===== src/rtl/kbd_pkg.sv =====
`default_nettype none
// ============================================================================
// Module      : kbd_pkg
// Description : Shared constants, FSM state type and BCD helpers for the
//               PS/2 keyboard display controller.
// Revision    : 1.0 - initial release
// ============================================================================
package kbd_pkg;

    // PS/2 set-2 prefix bytes
    localparam logic [7:0] BREAK_CODE = 8'hF0;
    localparam logic [7:0] EXT_CODE   = 8'hE0;

    // Controller states: no key held, key displayed, break prefix pending
    typedef enum logic [1:0] {
        IDLE = 2'd0,
        HELD = 2'd1,
        BRK  = 2'd2
    } state_t;

    // One decimal digit of the keypress counter
    typedef logic [3:0] bcd_t;

    // Two-digit BCD increment without range wrap; the caller handles the
    // configured maximum.
    function automatic logic [7:0] bcd_inc(input logic [7:0] v);
        bcd_t tens;
        bcd_t units;
        tens  = v[7:4];
        units = v[3:0];
        if (units == 4'd9) begin
            return {tens + 4'd1, 4'd0};
        end
        return {tens, units + 4'd1};
    endfunction

endpackage : kbd_pkg
`default_nettype wire


===== src/rtl/kbd_ascii_rom.sv =====
`default_nettype none
// ============================================================================
// Module      : kbd_ascii_rom
// Description : Combinational PS/2 set-2 scan code to ASCII lookup.
//               Letters map to uppercase, digits and space are mapped,
//               every other code returns 8'h00.
// Revision    : 1.0 - initial release
// ============================================================================
module kbd_ascii_rom (
    input  logic [7:0] i_code,
    output logic [7:0] o_ascii
);

    // Scan code to character table
    always_comb begin
        o_ascii = 8'h00;
        case (i_code)
            8'h1C: o_ascii = 8'h41; // A
            8'h32: o_ascii = 8'h42; // B
            8'h21: o_ascii = 8'h43; // C
            8'h23: o_ascii = 8'h44; // D
            8'h24: o_ascii = 8'h45; // E
            8'h2B: o_ascii = 8'h46; // F
            8'h34: o_ascii = 8'h47; // G
            8'h33: o_ascii = 8'h48; // H
            8'h43: o_ascii = 8'h49; // I
            8'h3B: o_ascii = 8'h4A; // J
            8'h42: o_ascii = 8'h4B; // K
            8'h4B: o_ascii = 8'h4C; // L
            8'h3A: o_ascii = 8'h4D; // M
            8'h31: o_ascii = 8'h4E; // N
            8'h44: o_ascii = 8'h4F; // O
            8'h4D: o_ascii = 8'h50; // P
            8'h15: o_ascii = 8'h51; // Q
            8'h2D: o_ascii = 8'h52; // R
            8'h1B: o_ascii = 8'h53; // S
            8'h2C: o_ascii = 8'h54; // T
            8'h3C: o_ascii = 8'h55; // U
            8'h2A: o_ascii = 8'h56; // V
            8'h1D: o_ascii = 8'h57; // W
            8'h22: o_ascii = 8'h58; // X
            8'h35: o_ascii = 8'h59; // Y
            8'h1A: o_ascii = 8'h5A; // Z
            8'h45: o_ascii = 8'h30; // 0
            8'h16: o_ascii = 8'h31; // 1
            8'h1E: o_ascii = 8'h32; // 2
            8'h26: o_ascii = 8'h33; // 3
            8'h25: o_ascii = 8'h34; // 4
            8'h2E: o_ascii = 8'h35; // 5
            8'h36: o_ascii = 8'h36; // 6
            8'h3D: o_ascii = 8'h37; // 7
            8'h3E: o_ascii = 8'h38; // 8
            8'h46: o_ascii = 8'h39; // 9
            8'h29: o_ascii = 8'h20; // space
            default: o_ascii = 8'h00;
        endcase
    end

endmodule : kbd_ascii_rom
`default_nettype wire


===== src/rtl/kbd_disp_ctrl.sv =====
`default_nettype none
// ============================================================================
// Module      : kbd_disp_ctrl
// Description : Scan-code sequencer between the PS/2 byte receiver and the
//               two-digit seven-segment decoders. Tracks make/break codes,
//               holds the displayed key, its ASCII value and a BCD
//               keypress count. Optional E0 extended-key tracking is
//               enabled by defining KBD_DISP_EXT_EN.
// Revision    : 1.0 - initial release
// ============================================================================
module kbd_disp_ctrl
    import kbd_pkg::*;
#(
    parameter int CNT_MAX = 99
) (
    input  logic       clk,
    input  logic       rst,
    input  logic       in_valid,
    input  logic [7:0] in_data,
    output logic       in_ready,
    output logic [7:0] code,
    output logic [7:0] ascii,
    output logic [7:0] cnt,
    output logic       disp_on,
    output logic       ext
);

    localparam logic [7:0] c_cnt_max_bcd = {4'(CNT_MAX / 10), 4'(CNT_MAX % 10)};

    state_t     r_state;
    state_t     w_state_nxt;
    logic       r_ready;
    logic [7:0] r_code;
    logic [7:0] r_ascii;
    logic [7:0] r_cnt;
    logic       r_disp_on;
    logic       w_xfer;
    logic       w_load;
    logic       w_release;
    logic       w_same_key;
    logic [7:0] w_rom_ascii;
    logic       w_pre;      // extended prefix pending for the current byte
    logic       w_ext_q;    // held key was extended

`ifdef KBD_DISP_EXT_EN
    logic       r_pre;
    logic       r_ext;
    logic       w_pre_nxt;
    assign w_pre   = r_pre;
    assign w_ext_q = r_ext;
`else
    assign w_pre   = 1'b0;
    assign w_ext_q = 1'b0;
`endif

    kbd_ascii_rom u_rom (
        .i_code  (in_data),
        .o_ascii (w_rom_ascii)
    );

    assign w_xfer     = in_valid & r_ready;
    // Same physical key: code matches and the extended flag agrees
    assign w_same_key = r_disp_on && (in_data == r_code) && (w_ext_q == w_pre);

    // Next-state decode: load a new key, release the held key, or hold
    always_comb begin
        w_state_nxt = r_state;
        w_load      = 1'b0;
        w_release   = 1'b0;
`ifdef KBD_DISP_EXT_EN
        w_pre_nxt   = r_pre;
`endif
        if (w_xfer) begin
            if (in_data == EXT_CODE) begin
`ifdef KBD_DISP_EXT_EN
                w_pre_nxt = 1'b1;
`endif
            end else begin
                case (r_state)
                    BRK: begin
`ifdef KBD_DISP_EXT_EN
                        w_pre_nxt = 1'b0;
`endif
                        if (w_same_key) begin
                            w_release   = 1'b1;
                            w_state_nxt = IDLE;
                        end else begin
                            w_state_nxt = r_disp_on ? HELD : IDLE;
                        end
                    end
                    default: begin
                        if (in_data == BREAK_CODE) begin
                            // prefix flag survives so E0 F0 X matches extended keys
                            w_state_nxt = BRK;
                        end else begin
`ifdef KBD_DISP_EXT_EN
                            w_pre_nxt   = 1'b0;
`endif
                            w_state_nxt = HELD;
                            w_load      = !w_same_key;
                        end
                    end
                endcase
            end
        end
    end

    // State, handshake and display registers
    always_ff @(posedge clk) begin
        if (rst) begin
            r_state   <= IDLE;
            r_ready   <= 1'b0;
            r_code    <= 8'h00;
            r_ascii   <= 8'h00;
            r_cnt     <= 8'h00;
            r_disp_on <= 1'b0;
        end else begin
            r_state <= w_state_nxt;
            // one-cycle bubble after every accepted byte
            r_ready <= ~w_xfer;
            if (w_load) begin
                r_code    <= in_data;
                r_ascii   <= w_rom_ascii;
                r_disp_on <= 1'b1;
                r_cnt     <= (r_cnt == c_cnt_max_bcd) ? 8'h00 : bcd_inc(r_cnt);
            end else if (w_release) begin
                r_disp_on <= 1'b0;
            end
        end
    end

`ifdef KBD_DISP_EXT_EN
    // Extended prefix flag and extended attribute of the held key
    always_ff @(posedge clk) begin
        if (rst) begin
            r_pre <= 1'b0;
            r_ext <= 1'b0;
        end else begin
            r_pre <= w_pre_nxt;
            if (w_load) begin
                r_ext <= r_pre;
            end
        end
    end
`endif

    assign in_ready = r_ready;
    assign code     = r_code;
    assign ascii    = r_ascii;
    assign cnt      = r_cnt;
    assign disp_on  = r_disp_on;
    assign ext      = w_ext_q;

endmodule : kbd_disp_ctrl
`default_nettype wire


===== config.mk =====
export PLATFORM = sky130hd
export DESIGN_NAME = kbd_disp_ctrl
export DESIGN_NICKNAME = d
export VERILOG_FILES = /design/src/rtl/kbd_pkg.sv /design/src/rtl/kbd_ascii_rom.sv /design/src/rtl/kbd_disp_ctrl.sv
export SDC_FILE = /design/constraint.sdc
export NUM_CORES = 1
export LEC_CHECK = 0
export ABC_AREA = 1
export CORE_UTILIZATION = 55
export DETAILED_ROUTE_END_ITERATION = 12
export PLACE_DENSITY = 0.86
export SYNTH_ARGS = -nofsm -noshare
export SYNTH_HDL_FRONTEND = slang
export SYNTH_HIERARCHICAL = 1
export SYNTH_SLANG_ARGS = --single-unit

===== constraint.sdc =====
create_clock -name clk -period 3.5 [get_ports clk]
set_input_delay 0.7 -clock clk [delete_from_list [all_inputs] [get_ports clk]]
set_output_delay 0.7 -clock clk [all_outputs]
set_load 0.02 [all_outputs]

==> out/results.tsv, run 1 <==
metric	value	unit
Worst VDD drop	0.169	mV
Worst Hold Class	reg2reg	
via count	2287	
drt first-iter violations	130	
clk_skew	0.00218	ns
Max Cap Viol	0	
Synth Register Bits	28	
grt total ovfl	0	
die width	65.0	µm
WHS Path Cells	2	
CTS tree	done	
die height	65.0	µm
Routability Congestion	1.03	
CTS H-tree lvls	1	
Clk pin slew, worst setup/hold paths	0.09	ns
top post-synthesis cells by area	dfxtp_1 (26%), nand2_1 (15%), nor2_1 (7.9%), o21ai_0 (6.4%), ha_1 (6.3%)	
yosys warns	6	
average wire per standard cell	12.7	µm
vias in the first global route	2098	
kind of critical path	in2reg	
fmax	383	MHz
WP data required	3.68	ns
final critical-path required period	2.61	ns
routed wire length	5.32	mm
layout cells sized above 1	0.102	
Cells after DPL	416	
Num CTS Buffers	3	
synth cell count leaders	nand2_1 (85), nor2_1 (46), inv_1 (29)	
Critical Path Source Type	input port	
Pre-antenna DRT Iters	4	
worst r2r dst	cnt[1]	
area of the core	3740	µm²
buffer depth of the longest clock path	2	
layout net count	395	
Avg Cell Area, Syn	6.39	µm²
Syn Std Cell Area	2180	µm²
crit path launch	in_data[1]	
r2r worst-path depth	6	
Slew Viols, Final	0	
Post-Layout Cell Count	420	
Fin. Hold Viols	0	
Worst EP arrival	2.79	ns
most common cell in the netlist	nand2_1	
Initial Util	0.584	
post-route setup TNS	0	ns
Power Density	301	nW/µm²
CP endpoint	ascii[4]	
RR Startpoint	cnt[0]	
synthesized instance count	342	
DRC Markers	0	
register area share after synthesis	0.257	
setup bufs post-CTS	0	
fill count	349	
relative slew slack	0.581	
antenna-violating nets left	0	
multi-input logic area	1390	µm²
Post-synth ARST share	0	
Ports	38	
dominant cell type by area after synthesis	dfxtp_1	
final worst path period share	0.745	
initial antenna violation count	0	
number of flops mapped to enable cells by yosys	0	
CP max FO	11	
first-pass GRT wire length	9.20	mm
global-route usage over all layers	0.274	
post-CTS sizing	0	
syn nets	364	
CP endpoint kind	register	
via/cell ratio	5.45	
RSZ-0062 raised after global routing	no	
Syn-to-layout area delta	17.9	%
PortBufs	36	
P_leak	1.13	nW
largest net degree at the start of global routing	22	
cts hold-fix bufs	0	
CTS sink cnt	28	
CTS root buf	clkbuf_8	
dpl hpwl	4.02	mm
Reg area	561	µm²
post-synth top area share	0.257	
Netlist cell types	38	
die area	4230	µm²
Inserted Diodes	0	
outcome	finished, final reports clean	
clk_lat worst skew	0.28	ns
worst-margin pin slew	0.627	ns
most used flip-flop cell after synthesis	dfxtp_1	
FF-to-FF setup slack	1.76	ns
row cnt	22	
Setup-failing EPs final	0	
layer usage:
layer / share of wire / track usage / up-vias
li1: - / - / 1156
met1: 0.46 / 0.350 / 1037
met2: 0.47 / 0.473 / 78
met3: 0.049 / 0.0282 / 16
met4: 0.026 / 0.103 / 0
met5: 0 / 0 / -
cell usage in the layout (no fill, tap or decap), drive strengths merged, types with 4 or more instances in the layout:
| master | count |
|---|---|
| nor2 | 61 |
| a21oi | 19 |
| ha | 11 |
| dfxtp | 28 |
| xnor2 | 6 |
| inv | 35 |
| clkbuf | 4 |
| clkdlybuf4s50 | 36 |
| a31oi | 4 |
| nand4 | 7 |
| nand2 | 91 |
| nand3 | 19 |
| o21ai | 35 |
flip-flops by register name, summed over array words and instances, names as in the netlist:
signal    count
ascii         8
cnt           8
code          8
disp_on       1
in_ready      1
r_state       2
how the worst min path moves through the flow:
stage            endpoint       start
6_report         ascii[4]    ascii[4]
5_1_grt          ascii[5]    ascii[5]
4_1_cts        r_state[1]  r_state[1]
3_5_place_dp     ascii[4]    ascii[4]
3_3_place_gp   r_state[1]  r_state[1]
2_1_floorplan  r_state[1]  r_state[1]
cell families (layout without fill, tap and decap cells):
| family | after synthesis | in the layout | share of synthesized area |
|---|---|---|---|
| AO/OA/AOI/OAI | 61 | 61 | 0.148 |
| XOR/XNOR | 8 | 8 | 0.0321 |
| adder cells (fa/ha/maj) | 11 | 11 | 0.0630 |
| buffers and inverters | 47 | 77 | 0.108 |
| flip-flops | 28 | 28 | 0.257 |
| other | 2 | 2 | 0.00344 |
| AND/OR/NAND/NOR | 185 | 185 | 0.389 |
critical path, cell delays in order:
cell and delay [ns]:
clkdlybuf4s50_1 0.67, inv_1 0.18, ha_1 0.33, nand2_2 0.12
nand2_1 0.13, o21ai_0 0.23, nand2_1 0.07, nand2_1 0.08
a21oi_1 0.06, o21ai_0 0.16, nor2_1 0.05
cell type report:
| cell class | instances | area share |
|---|---|---|
| multi-input cells | 267 | 0.539 |
| flip-flops and latches | 28 | 0.218 |
| clock buffers | 4 | 0.0214 |
| well taps | 48 | 0.0233 |
| repair buffers | 38 | 0.146 |
| inverters | 35 | 0.0530 |
through the flow:
step	worst slack (ns)	power [W]	hold slack, ns	utilization	cell area (µm²)
3_3_place_gp	0.649	0.000574	0.455	0.673	2520
4_1_cts	0.911	0.000775	0.496	0.688	2570
2_1_floorplan	1.53	0.000506	0.444	-	2180
6_report	0.891	0.000775	0.494	0.688	2570
5_1_grt	0.665	0.000816	0.519	0.688	2570
3_5_place_dp	0.612	0.000577	0.478	0.673	2520
report_power, final:
group / internal (W) / switching [W] / total, W / leakage (nW)
Clock: 0.000101 / 0.000102 / 0.000203 / 0.0288
Sequential: 0.000335 / 0.0000143 / 0.000349 / 0.229
Combinational: 0.0000882 / 0.000135 / 0.000223 / 0.870
Note: power is estimated with default switching activity, not from simulation.
==> inputs of run 2 (changes only) <==
CORE_UTILIZATION = 48   (was 55)
PLACE_DENSITY = 0.79   (was 0.86)
clock period = 2.2 ns   (was 3.5 ns; I/O delays follow)
==> out/results.tsv, run 2 (synthesis gave the netlist of run 1 again) <==
metric	value	unit	change
r2r worst-path depth	7		was 6
global-route usage over all layers	0.236		was 0.274
layout cells sized above 1	0.172		was 0.102
dpl hpwl	4.38	mm	was 4.02 mm
Num CTS Buffers	3		unchanged
largest net degree at the start of global routing	20		was 22
Routability Congestion	0.980		was 1.03
CP max FO	8		was 11
buffer depth of the longest clock path	2		unchanged
WHS Path Cells	2		unchanged
Pre-antenna DRT Iters	4		unchanged
die height	69.5	µm	was 65.0 µm
Worst Hold Endpoint	r_state[1]		was ascii[4]
CTS H-tree lvls	1		unchanged
first-pass GRT wire length	9.33	mm	was 9.20 mm
post-route setup TNS	0	ns	unchanged
post-route setup slack	0.146	ns	was 0.891 ns
final worst path period share	0.934		
Buf/Inv on CP	4		was 2
Max Cap Viol	0		unchanged
Fin. Hold Viols	0		unchanged
commonest non-fill, non-tap cells in the layout	nand2_1 (84), nor2_1 (46), clkdlybuf4s50_1 (36)		was nand2_1 (85), nor2_1 (46), clkdlybuf4s50_1 (36)
routed wire length	5.61	mm	was 5.32 mm
FF-to-FF setup slack	0.49	ns	was 1.76 ns
average wire per standard cell	12.4	µm	was 12.7 µm
antenna-violating nets left	0		unchanged
drt first-iter violations	112		was 130
cell mode on critical path	o21ai_1		was nand2_1
kind of critical path	in2reg		unchanged
Clk pin slew, worst setup/hold paths	0.10	ns	was 0.09 ns
relative slew slack	0.645		was 0.581
row cnt	24		was 22
via count	2324		was 2,287
layout net count	425		was 395
clk_lat worst skew	0.27	ns	was 0.28 ns
Worst EP arrival	2.27	ns	was 2.79 ns
hold_sp	r_state[1]		was ascii[4]
via/cell ratio	5.12		was 5.45
Ports	38		unchanged
CTS root buf	clkbuf_8		unchanged
Worst Hold Class	reg2reg		unchanged
CTS tree	done		unchanged
grt total ovfl	0		unchanged
RR Startpoint	cnt[0]		unchanged
crit-path cells	clkdlybuf4s50_1 > buf_4 > inv_2 > nand2_1 > o21ai_1 > o21ai_1 > inv_1 > nand4_1 > a21oi_1 > o21ai_0 > nor2_1		was clkdlybuf4s50_1 > inv_1 > ha_1 > nand2_2 > nand2_1 > o21ai_0 > nand2_1 > nand2_1 > a21oi_1 > o21ai_0 > nor2_1
Inserted Diodes	0		unchanged
WP data required	2.42	ns	was 3.68 ns
P_leak	1.28	nW	was 1.13 nW
PortBufs	36		unchanged
worst r2r dst	cnt[5]		was cnt[1]
Crit path largest cell delay	0.42	ns	was 0.67 ns
Worst VDD drop	0.226	mV	was 0.169 mV
Slew Viols, Final	0		unchanged
Power Density	454	nW/µm²	was 301 nW/µm²
DRC Markers	0		unchanged
CP endpoint kind	register		unchanged
die width	69.5	µm	was 65.0 µm
CTS sink cnt	28		unchanged
Critical Path Source Type	input port		unchanged
final critical-path required period	2.05	ns	
vias in the first global route	2098		unchanged
fmax	487	MHz	
Syn-to-layout area delta	29.1	%	was 17.9%
setup bufs post-CTS	0		unchanged
area of the core	4350	µm²	was 3740 µm²
initial antenna violation count	0		unchanged
Design Area, Final	2820	µm²	was 2570 µm²
most common cell after layout, fill and taps aside	nand2_1		unchanged
dpl cell area	2760	µm²	was 2520 µm²
worst-margin pin slew	0.531	ns	was 0.627 ns
Setup-failing EPs final	0		unchanged
outcome	finished, final reports clean		unchanged
die area	4820	µm²	was 4230 µm²
Top delay family on crit path	buffers and inverters		unchanged
Initial Util	0.502		was 0.584
CP max stage cell	clkdlybuf4s50_1		unchanged
clk_skew	0.00228	ns	was 0.00218 ns
Place WS	-0.104	ns	was 0.612 ns
RSZ-0062 raised after global routing	no		unchanged
fill count	413		was 349
-- run 2: cell types whose count changed in the layout (fill, tap and decap cells not counted) --
cell,change
buf_4,+29
nand2_2,+1
nand2_1,-1
buf_12,+1
-- run 2: cell type report --
class                   instances  area (µm²)  share of cell area
multi-input cells             267        1390               0.493
repair buffers                 68         613               0.217
flip-flops and latches         28         561               0.199
inverters                      35         136              0.0484
well taps                      52        65.1              0.0231
clock buffers                   4        55.1              0.0195
-- run 2: layer usage --
metal	vias to the layer above	share of wire	global-route usage
li1	1215	-	-
met1	1047	0.45	0.301
met2	54	0.49	0.416
met3	8	0.043	0.0276
met4	0	0.012	0.0658
met5	-	0	0
-- run 2: timing repair --
action / CTS / global route
hold buffers: 0 / 0
endpoints found under the setup margin: 0 / 1
gates resized for setup: 0 / 1
-- run 2: how the worst max path moves through the flow --
stage | startpoint | end | slack [ns] | cells past startpoint
finish | in_data[2] | ascii[2] | 0.15 | 11
global route | in_data[2] | ascii[2] | 0.01 | 11
CTS | in_data[1] | ascii[1] | 0.19 | 12
detailed placement | in_data[1] | ascii[1] | -0.10 | 12
global placement | in_data[0] | ascii[3] | -0.05 | 11
floorplan | in_data[1] | ascii[1] | 0.49 | 11
-- run 2: worst min-delay path: cells and delay by family, from the launching register on --
kind,cells,cell delay (ns)
AO/OA/AOI/OAI,1,0.06
flip-flops,1,0.32
AND/OR/NAND/NOR,1,0.06
-- run 2: report_power, final --
group	leakage (nW)	internal [W]	switching (W)
Clock	0.0288	0.000160	0.000166
Sequential	0.229	0.000533	0.0000227
Combinational	1.02	0.000178	0.000223
-- run 2: metrics by stage --
stage	power [W]	hold WS, ns	util	cells
finish	0.00128	0.477	0.648	454
global route	0.00135	0.502	0.648	454
CTS	0.00128	0.480	0.647	454
detailed placement	0.000964	0.466	0.634	450
global placement	0.000959	0.455	0.634	450
floorplan	0.000805	0.444	-	342
